File: src/rtl/fwd_hazard_unit_pkg.sv
// Shared types for the forwarding/hazard unit: forward-select encodings,
// load-wait FSM states and the default register address type.
package lc3b_types;

  localparam int unsigned LC3B_REG_AW = 3;

  typedef logic [LC3B_REG_AW-1:0] lc3b_reg;

  typedef enum logic [1:0] {
    FWD_REGFILE = 2'd0,
    FWD_EXME    = 2'd1,
    FWD_MEWB    = 2'd2,
    FWD_HOLD    = 2'd3
  } fwd_sel_t;

  typedef enum logic {
    ST_RUN     = 1'b0,
    ST_LD_WAIT = 1'b1
  } ld_state_t;

endpackage

File: src/rtl/fwd_hazard_unit_if.sv
// Pipeline-side bundle for the forwarding/hazard unit: stage inputs and
// forward/stall outputs.
interface fwd_hazard_unit_if #(
  parameter int unsigned NUM_SRC = 3,
  parameter int unsigned REG_AW  = 3,
  parameter int unsigned DW      = 16,
  parameter int unsigned CNT_W   = 16
);
  logic [NUM_SRC-1:0][REG_AW-1:0] src_addr;
  logic [NUM_SRC-1:0]             src_used;
  logic                           exme_ld_dest;
  logic                           exme_is_load;
  logic [REG_AW-1:0]              exme_dest;
  logic                           mem_resp;
  logic                           mewb_ld_dest;
  logic [REG_AW-1:0]              mewb_dest;
  logic [DW-1:0]                  mewb_data;
  logic [NUM_SRC-1:0][1:0]        fwd_sel;
  logic [DW-1:0]                  hold_data;
  logic                           stall_out;
  logic [CNT_W-1:0]               stall_cnt;

  modport master (
    output src_addr, src_used, exme_ld_dest, exme_is_load, exme_dest,
           mem_resp, mewb_ld_dest, mewb_dest, mewb_data,
    input  fwd_sel, hold_data, stall_out, stall_cnt
  );

  modport slave (
    input  src_addr, src_used, exme_ld_dest, exme_is_load, exme_dest,
           mem_resp, mewb_ld_dest, mewb_dest, mewb_data,
    output fwd_sel, hold_data, stall_out, stall_cnt
  );
endinterface

File: src/rtl/fwd_hazard_unit_fwd_match.sv
// Per-source priority compare: EX/MEM over MEM/WB over the hold entry.
module fwd_match
  import lc3b_types::*;
#(
  parameter int unsigned REG_AW = 3
) (
  input  logic              used,
  input  logic [REG_AW-1:0] addr,
  input  logic              exme_ld_dest,
  input  logic [REG_AW-1:0] exme_dest,
  input  logic              mewb_ld_dest,
  input  logic [REG_AW-1:0] mewb_dest,
  input  logic              hold_valid,
  input  logic [REG_AW-1:0] hold_dest,
  output fwd_sel_t          sel_c,
  output logic              exme_hit_c
);

  always_comb begin
    sel_c      = FWD_REGFILE;
    exme_hit_c = used && exme_ld_dest && (addr == exme_dest);
    if (used) begin
      if (exme_hit_c)
        sel_c = FWD_EXME;
      else if (mewb_ld_dest && (addr == mewb_dest))
        sel_c = FWD_MEWB;
      else if (hold_valid && (addr == hold_dest))
        sel_c = FWD_HOLD;
    end
  end

endmodule

File: src/rtl/fwd_hazard_unit.sv
// Operand forwarding select, writeback hold entry and load-use stall control
// with a saturating stall-cycle counter.
module fwd_hazard_unit
  import lc3b_types::*;
#(
  parameter int unsigned NUM_SRC = 3,
  parameter int unsigned REG_AW  = 3,
  parameter int unsigned DW      = 16,
  parameter int unsigned CNT_W   = 16
) (
  input logic             clk,
  input logic             rst,
  fwd_hazard_unit_if.slave bus
);

  logic              hold_valid;
  logic [REG_AW-1:0] hold_dest;
  logic [DW-1:0]     hold_data_q;
  logic [CNT_W-1:0]  cnt_q;
  ld_state_t         state;

  logic [NUM_SRC-1:0][1:0] sel_w;
  logic [NUM_SRC-1:0]      exme_hit;
  logic                    hazard_c;

  // Most recent writeback, kept so a later consumer can still pick it up
  always_ff @(posedge clk or posedge rst) begin
    if (rst) begin
      hold_valid  <= 1'b0;
      hold_dest   <= '0;
      hold_data_q <= '0;
    end else if (bus.mewb_ld_dest) begin
      hold_valid  <= 1'b1;
      hold_dest   <= bus.mewb_dest;
      hold_data_q <= bus.mewb_data;
    end
  end

  for (genvar g = 0; g < NUM_SRC; g++) begin : g_src
    fwd_match #(.REG_AW(REG_AW)) u_match (
      .used         (bus.src_used[g]),
      .addr         (bus.src_addr[g]),
      .exme_ld_dest (bus.exme_ld_dest),
      .exme_dest    (bus.exme_dest),
      .mewb_ld_dest (bus.mewb_ld_dest),
      .mewb_dest    (bus.mewb_dest),
      .hold_valid   (hold_valid),
      .hold_dest    (hold_dest),
      .sel_c        (sel_w[g]),
      .exme_hit_c   (exme_hit[g])
    );
  end

  // Stall drops in the response cycle so the load data flows through EX/MEM select
  assign hazard_c = bus.exme_ld_dest && bus.exme_is_load && (|exme_hit) && !bus.mem_resp;

  always_ff @(posedge clk or posedge rst) begin
    if (rst) begin
      state <= ST_RUN;
      cnt_q <= '0;
    end else begin
      case (state)
        ST_RUN:     if (hazard_c)     state <= ST_LD_WAIT;
        ST_LD_WAIT: if (bus.mem_resp) state <= ST_RUN;
        default:                      state <= ST_RUN;
      endcase
      if (hazard_c && (cnt_q != {CNT_W{1'b1}}))
        cnt_q <= cnt_q + CNT_W'(1);
    end
  end

  assign bus.fwd_sel   = sel_w;
  assign bus.hold_data = hold_data_q;
  assign bus.stall_out = hazard_c;
  assign bus.stall_cnt = cnt_q;

endmodule

File: src/flat_wrapper.sv
// flat-port wrapper written by rule: the top's interface ports become plain ports
module fwd_hazard_unit_flat import lc3b_types::*;
#(
  parameter int unsigned NUM_SRC = 3,
  parameter int unsigned REG_AW  = 3,
  parameter int unsigned DW      = 16,
  parameter int unsigned CNT_W   = 16
)
  (clk, rst, bus_src_addr, bus_src_used, bus_exme_ld_dest, bus_exme_is_load, bus_exme_dest, bus_mem_resp, bus_mewb_ld_dest, bus_mewb_dest, bus_mewb_data, bus_fwd_sel, bus_hold_data, bus_stall_out, bus_stall_cnt);
  fwd_hazard_unit_if #(.NUM_SRC(NUM_SRC), .REG_AW(REG_AW), .DW(DW), .CNT_W(CNT_W)) bus_i ();
  input logic clk;
  input logic rst;
  input wire logic [$bits(bus_i.src_addr)-1:0] bus_src_addr;
  input wire logic [$bits(bus_i.src_used)-1:0] bus_src_used;
  input wire logic [$bits(bus_i.exme_ld_dest)-1:0] bus_exme_ld_dest;
  input wire logic [$bits(bus_i.exme_is_load)-1:0] bus_exme_is_load;
  input wire logic [$bits(bus_i.exme_dest)-1:0] bus_exme_dest;
  input wire logic [$bits(bus_i.mem_resp)-1:0] bus_mem_resp;
  input wire logic [$bits(bus_i.mewb_ld_dest)-1:0] bus_mewb_ld_dest;
  input wire logic [$bits(bus_i.mewb_dest)-1:0] bus_mewb_dest;
  input wire logic [$bits(bus_i.mewb_data)-1:0] bus_mewb_data;
  output wire logic [$bits(bus_i.fwd_sel)-1:0] bus_fwd_sel;
  output wire logic [$bits(bus_i.hold_data)-1:0] bus_hold_data;
  output wire logic [$bits(bus_i.stall_out)-1:0] bus_stall_out;
  output wire logic [$bits(bus_i.stall_cnt)-1:0] bus_stall_cnt;
  assign bus_i.src_addr = bus_src_addr;
  assign bus_i.src_used = bus_src_used;
  assign bus_i.exme_ld_dest = bus_exme_ld_dest;
  assign bus_i.exme_is_load = bus_exme_is_load;
  assign bus_i.exme_dest = bus_exme_dest;
  assign bus_i.mem_resp = bus_mem_resp;
  assign bus_i.mewb_ld_dest = bus_mewb_ld_dest;
  assign bus_i.mewb_dest = bus_mewb_dest;
  assign bus_i.mewb_data = bus_mewb_data;
  assign bus_fwd_sel = bus_i.fwd_sel;
  assign bus_hold_data = bus_i.hold_data;
  assign bus_stall_out = bus_i.stall_out;
  assign bus_stall_cnt = bus_i.stall_cnt;
  fwd_hazard_unit #(.NUM_SRC(NUM_SRC), .REG_AW(REG_AW), .DW(DW), .CNT_W(CNT_W)) u_core (.clk(clk), .rst(rst), .bus(bus_i));
endmodule
File: config.mk
export PLATFORM = sky130hd
export DESIGN_NAME = fwd_hazard_unit_flat
export DESIGN_NICKNAME = d
export VERILOG_FILES = /design/src/rtl/fwd_hazard_unit_pkg.sv /design/src/rtl/fwd_hazard_unit_if.sv /design/src/rtl/fwd_hazard_unit_fwd_match.sv /design/src/rtl/fwd_hazard_unit.sv /design/src/flat_wrapper.sv
export SDC_FILE = /design/constraint.sdc
export NUM_CORES = 1
export LEC_CHECK = 0
export CAP_MARGIN = 20
export CORE_MARGIN = 4
export CORE_UTILIZATION = 35
export CTS_BUF_LIST = sky130_fd_sc_hd__clkbuf_8
export DETAILED_ROUTE_END_ITERATION = 7
export GPL_ROUTABILITY_DRIVEN = 0
export GPL_TIMING_DRIVEN = 0
export PLACE_DENSITY = 0.67
export SETUP_SLACK_MARGIN = 0.02
export SYNTH_ARGS = -nofsm -noshare
export SYNTH_HDL_FRONTEND = slang
export SYNTH_SLANG_ARGS = --single-unit
File: constraint.sdc
create_clock -name clk -period 5.25 [get_ports clk]
set_input_delay 0.525 -clock clk [delete_from_list [all_inputs] [get_ports clk]]
set_output_delay 0.525 -clock clk [all_outputs]
set_load 0.02 [all_outputs]
; Word level (Yosys, flattened, before mapping)
; Cells that the tools add are included.
[op_classes]
n_mux = 12
reduce_logical = 18
eq_ne = 10
add_sub_neg = 1
[ops]
columns = op, count
row1 = $eq 3x3->1, 9
row2 = $mux 2, 12
row3 = $add 16x1->16 const B, 1
row4 = $logic_and 1x1->1, 16
row5 = $ne 16x16->1 const B, 1
row6 = $reduce_or 3->1, 1
row7 = $logic_not 1->1, 1
[totals]
word_cells = 45
ff_bits = 36
out_inout_bits = 39
input_bits = 40

; Longest topological paths before layout
; Gate-level depths: netlist (run 1).
[logic_depth]
depth_word = 6
depth_mapped = 7

; Hierarchy
; A second synthesis (run 1) with hierarchy kept.
[hier_totals]
hier_cells = 172
hier_area_um2 = 2031.9
[by_module_without_submodules]
columns = mod, n_inst, cells_per_inst, area_per_inst_um2, seq_area_each_um2
row1 = fwd_hazard_unit, 1, 121, 1600.3, 900.9
row2 = fwd_match, 3, 17, 143.9, 0.0

; Least setup slack after synthesis (run 1)
; OpenSTA, ideal clock, no wires.
[synth_timing]
path_type = input -> output
start = in bus_exme_dest[2]
end = out bus_stall_out
setup_slack_ns = 3.098
arrival_ns = 1.627
path_stages = 5
path_cell_list = xor2_1 -> nor4_2 -> nor3_2 -> buf_6 -> nor2_1
[synth_between]
elab_chain_len = 5
word_cells_on_any_way = 9
cone_classes = eq/ne: 3 / reduce/logical: 6
[synth_rtl]
columns = item, line
row1 = "start, declared", flat_wrapper.sv:17  ; input wire logic [$bits(bus_i.exme_dest)-1:0] bus_exme_dest;
row2 = $eq 3x3->1, fwd_hazard_unit_fwd_match.sv:21  ; exme_hit_c = used && exme_ld_dest && (addr == exme_dest);
row3 = $logic_and 1x1->1, fwd_hazard_unit_fwd_match.sv:21
row4 = $reduce_or 3->1 (*), fwd_hazard_unit.sv:55  ; assign hazard_c = bus.exme_ld_dest && bus.exme_is_load && (|exme_hit) && !bus.mem_resp;
row5 = $logic_and 1x1->1 (*) (2 in a row), fwd_hazard_unit.sv:55
row6 = "end, declared", flat_wrapper.sv:24  ; output wire logic [$bits(bus_i.stall_out)-1:0] bus_stall_out;
; Every way passes the cells marked *; elsewhere a longest branch is shown, timed or not.

; Final worst setup path (run 1)
; Same ends and word-level chain as after synthesis.

==> results.py, run 1 <==
metrics = {
    "setup_path": {
        "worst_path_largest_cell_delay_ns": 0.61,
        "critPathTopFamily": "buffers and inverters",
        "worstSetupPathType": "input port to primary output",
        "path_buf_inv": 3,
        "worstRegToRegCells": 7,
        "crit_path_top_delay_cell": "clkdlybuf4s50_1",
        "cp.arrival_ns": 2.67,
        "r2r_setup_slack_ns": 3.16,
        "cp.required_ns": 4.72,
        "reg2reg_from": "u_core.bus.stall_cnt[0]",
        "critPathMaxFanout": 10,
        "worstPathCellList": "clkdlybuf4s50_1 > xor2_1 > nor4_2 > nor3_2 > buf_6 > nor2_1 > clkdlybuf4s50_1",
        "cpMostUsedCell": "clkdlybuf4s50_1",
        "critPathLaunchType": "input port",
        "endpoint_kind": "primary output",
        "r2r_end": "u_core.bus.stall_cnt[9]",
    },
    "placement": {
        "dp.cells": 327,
        "dp_hpwl_mm": 3.71,
        "port_buffers": 78,
    },
    "layout": {
        "synthToLayoutAreaGrowth_pct": 47.7,
        "fin_util_pct": 53.7,
        "multiInputGateArea_sq_mm": 0.00107,
        "nNetsFinal": 303,
        "n_antenna_cell": 0,
        "fillCellCount": 528,
        "drive_gt1_share_pct": 17.1,
        "stdcell_count": 335,
        "final_common_cell": "clkdlybuf4s50_1",
        "layout_common_cells": "clkdlybuf4s50_1 (78), dfrtp_1 (36), mux2_2 (22), xor2_1 (22), xnor2_1 (18)",
        "seq_area_sq_um": 901,
    },
    "routing": {
        "vias_per_cell": 4.90,
        "via_count": 1640,
        "drc": 0,
        "antenna_left": 0,
        "drt_iter0_markers": 36,
        "dr.pass1.iters": 4,
        "wirelength_mm": 4.63,
        "wl_per_cell_um": 13.8,
    },
    "sta": {
        "report.final.slew_viol_count": 0,
        "setup_viol_count_final": 0,
        "fin_skew_ns": 0.00352,
        "min_period_ns": 3.20,
        "slew_headroom_pct": 50.4,
        "tightest_slew_ns": 0.742,
        "fin_crit_sh_pct": 60.9,
        "hold_violations": 0,
        "setup_tns_ns": 0,
        "max_freq_ghz": 0.313,
        "rsz0062_at_grt": "false",
    },
    "logic_synthesis": {
        "synthSimpleGateAreaFrac_pct": 20.6,
        "synthAdderAreaFrac_pct": 0.621,
        "synthCells": 177,
        "synth-seq-cells": 36,
        "syn_nets": 218,
        "synth.avg_cell_area_sq_um": 11.4,
        "synthMuxAreaShare_pct": 12.3,
        "synth-xor-area-share_pct": 17.4,
        "synth_top_family_by_area": "simple AND/OR/NAND/NOR gates",
        "synth-warning-count": 0,
        "synth_cell_types": 28,
        "synth_compound_area_share_pct": 2.24,
        "seq_area_frac_synth_pct": 44.7,
        "syn-cell-area_sq_mm": 0.00201,
    },
    "die": {
        "fp-row-count": 27,
        "start_util_pct": 36.4,
        "design.core.area_sq_mm": 0.00554,
        "die-area_sq_mm": 0.00703,
        "die_h_um": 83.9,
        "io_pins": 79,
        "die_x_um": 83.9,
    },
    "clock_tree": {
        "clk_pin_slew_ns": 0.07,
        "h-tree-depth": 2,
        "cts_tree": "yes",
        "cts_resized": 0,
        "numCtsBuffers": 5,
        "holdBufCountCts": 0,
        "cts_sinks": 36,
        "cts-root-buf": "clkbuf_8",
        "post_cts_buffers": 0,
        "clk_path_buf_depth": 2,
        "worstSkewPairLatency_ns": 0.28,
    },
    "status": {
        "outcome": "finished, final reports clean",
    },
    "global_routing": {
        "grt_overflow": 0,
        "antenna_found_initial": 0,
        "grt_usage_pct": 13.5,
        "first_global_vias": 1716,
        "grt_max_degree": 37,
        "grt_pass1_wl_mm": 7.78,
    },
    "worst_hold_path": {
        "min_to": "u_core.bus.stall_cnt[6]",
        "worstHoldPathCells": 1,
        "hp-class": "register to register",
        "hold_path.startpoint": "u_core.bus.stall_cnt[6]",
    },
    "job": {
        "drv_cap": 0,
    },
    "power": {
        "p_leak_uw": 0.00121,
        "powerDensity_mw_per_mm2": 236,
        "peakVddDrop_mv": 0.193,
    },
}
==> worst max path at each step <==
stage,start,endpoint,cells after the start
4_1_cts,bus_exme_dest[2],bus_stall_out,7
5_1_grt,bus_exme_dest[2],bus_stall_out,7
3_5_place_dp,bus_exme_dest[2],bus_stall_out,7
3_3_place_gp,bus_exme_dest[2],bus_stall_out,7
2_1_floorplan,bus_exme_dest[2],bus_stall_out,5
6_report,bus_exme_dest[2],bus_stall_out,7
==> through the flow <==
step / power, uW / hold slack [ns] / area (sq um) / setup WS (ns)
after global placement: 510 / 0.486 / 2890 / 2.01
final: 701 / 0.503 / 2980 / 2.05
after global routing: 739 / 0.533 / 2980 / 1.90
after detailed placement: 513 / 0.494 / 2890 / 2.03
after floorplan: 414 / 0.482 / 2010 / 3.10
after CTS: 711 / 0.505 / 2980 / 2.03
==> sequential cells by signal (all words and copies together) (netlist names) <==
| register | cells |
|---|---|
| u_core.bus.hold_data | 16 |
| u_core.bus.stall_cnt | 16 |
| u_core.hold_dest | 3 |
| u_core.hold_valid | 1 |
==> layout make-up <==
type                    count  share of cell area (%)
multi-input cells         132                    36.0
flip-flops and latches     36                    30.3
repair buffers             78                    26.2
well taps                  72                    3.03
clock buffers               6                    2.78
plain buffers               4                   0.799
inverters                   5                   0.631
clock inverters             2                   0.252
==> power by group <==
group	switching [uW]	internal (uW)	leakage [uW]
logic	83.2	103	0.000699
clock network	92.8	103	0.0000538
registers	20.6	299	0.000452
==> kinds of logic (layout without fill, tap and decap cells) <==
group,count (synthesis),in the layout
mux,22,22
flops,36,36
xor+xnor,40,40
buf+inv,9,95
compound gates,6,6
simple gates,63,63
fa+ha+maj,1,1
==> cell usage after synthesis <==
cell	number	area [sq um]
nand2b_1	1	6.26
nand3_1	6	30.0
or2_4	1	8.76
nor2b_1	3	18.8
or3_1	2	12.5
nor4_1	4	25.0
nor3_2	2	20.0
buf_6	1	11.3
buf_2	1	5.00
o21a_1	3	22.5
nor2_1	4	15.0
nor4_2	7	87.6
inv_1	5	18.8
mux2_2	22	248
nor3_1	6	30.0
nand3b_2	1	11.3
buf_1	2	7.51
xnor2_1	18	158
ha_1	1	12.5
xor2_1	22	193
nand2_1	12	45.0
nor4_4	1	21.3
or2_1	1	6.26
dfrtp_1	36	901
or2_2	2	12.5
nand4_1	9	56.3
nand4b_1	1	8.76
a211oi_1	3	22.5
==> layer usage <==
| metal | track usage (%) | routed length [um] | share of wire, % |
|---|---|---|---|
| met5 | 0 | 0 | 0 |
| met4 | 3.80 | 51 | 1.1 |
| met3 | 7.01 | 490 | 11 |
| met2 | 22.3 | 2240 | 48 |
| met1 | 15.3 | 1850 | 40 |
==> worst reg2reg max path, delay by kind of cell (launching register included) <==
family	cells	cell delay (ns)
buffers and inverters	1	0.30
XOR/XNOR	1	0.16
adder cells (fa/ha/maj)	1	0.21
flip-flops	1	0.45
AND/OR/NAND/NOR	4	0.86
(Power assumes the default switching activity.)
==> inputs of run 2 (changes only) <==
- clock period: 5.25 -> 3.3 ns (I/O delays scaled with it)
==> results of run 2 <==
Same layout as run 1 (identical final DEF). Status: finished, final reports clean.
Among the figures that moved: setup slack after placement 2.03 ns -> 0.469 ns; setup slack after layout 2.05 ns -> 0.494 ns; register-to-register setup slack 3.16 ns -> 1.21 ns; total power 701 uW -> 1120 uW; worst IR drop on VDD 0.193 mV -> 0.307 mV
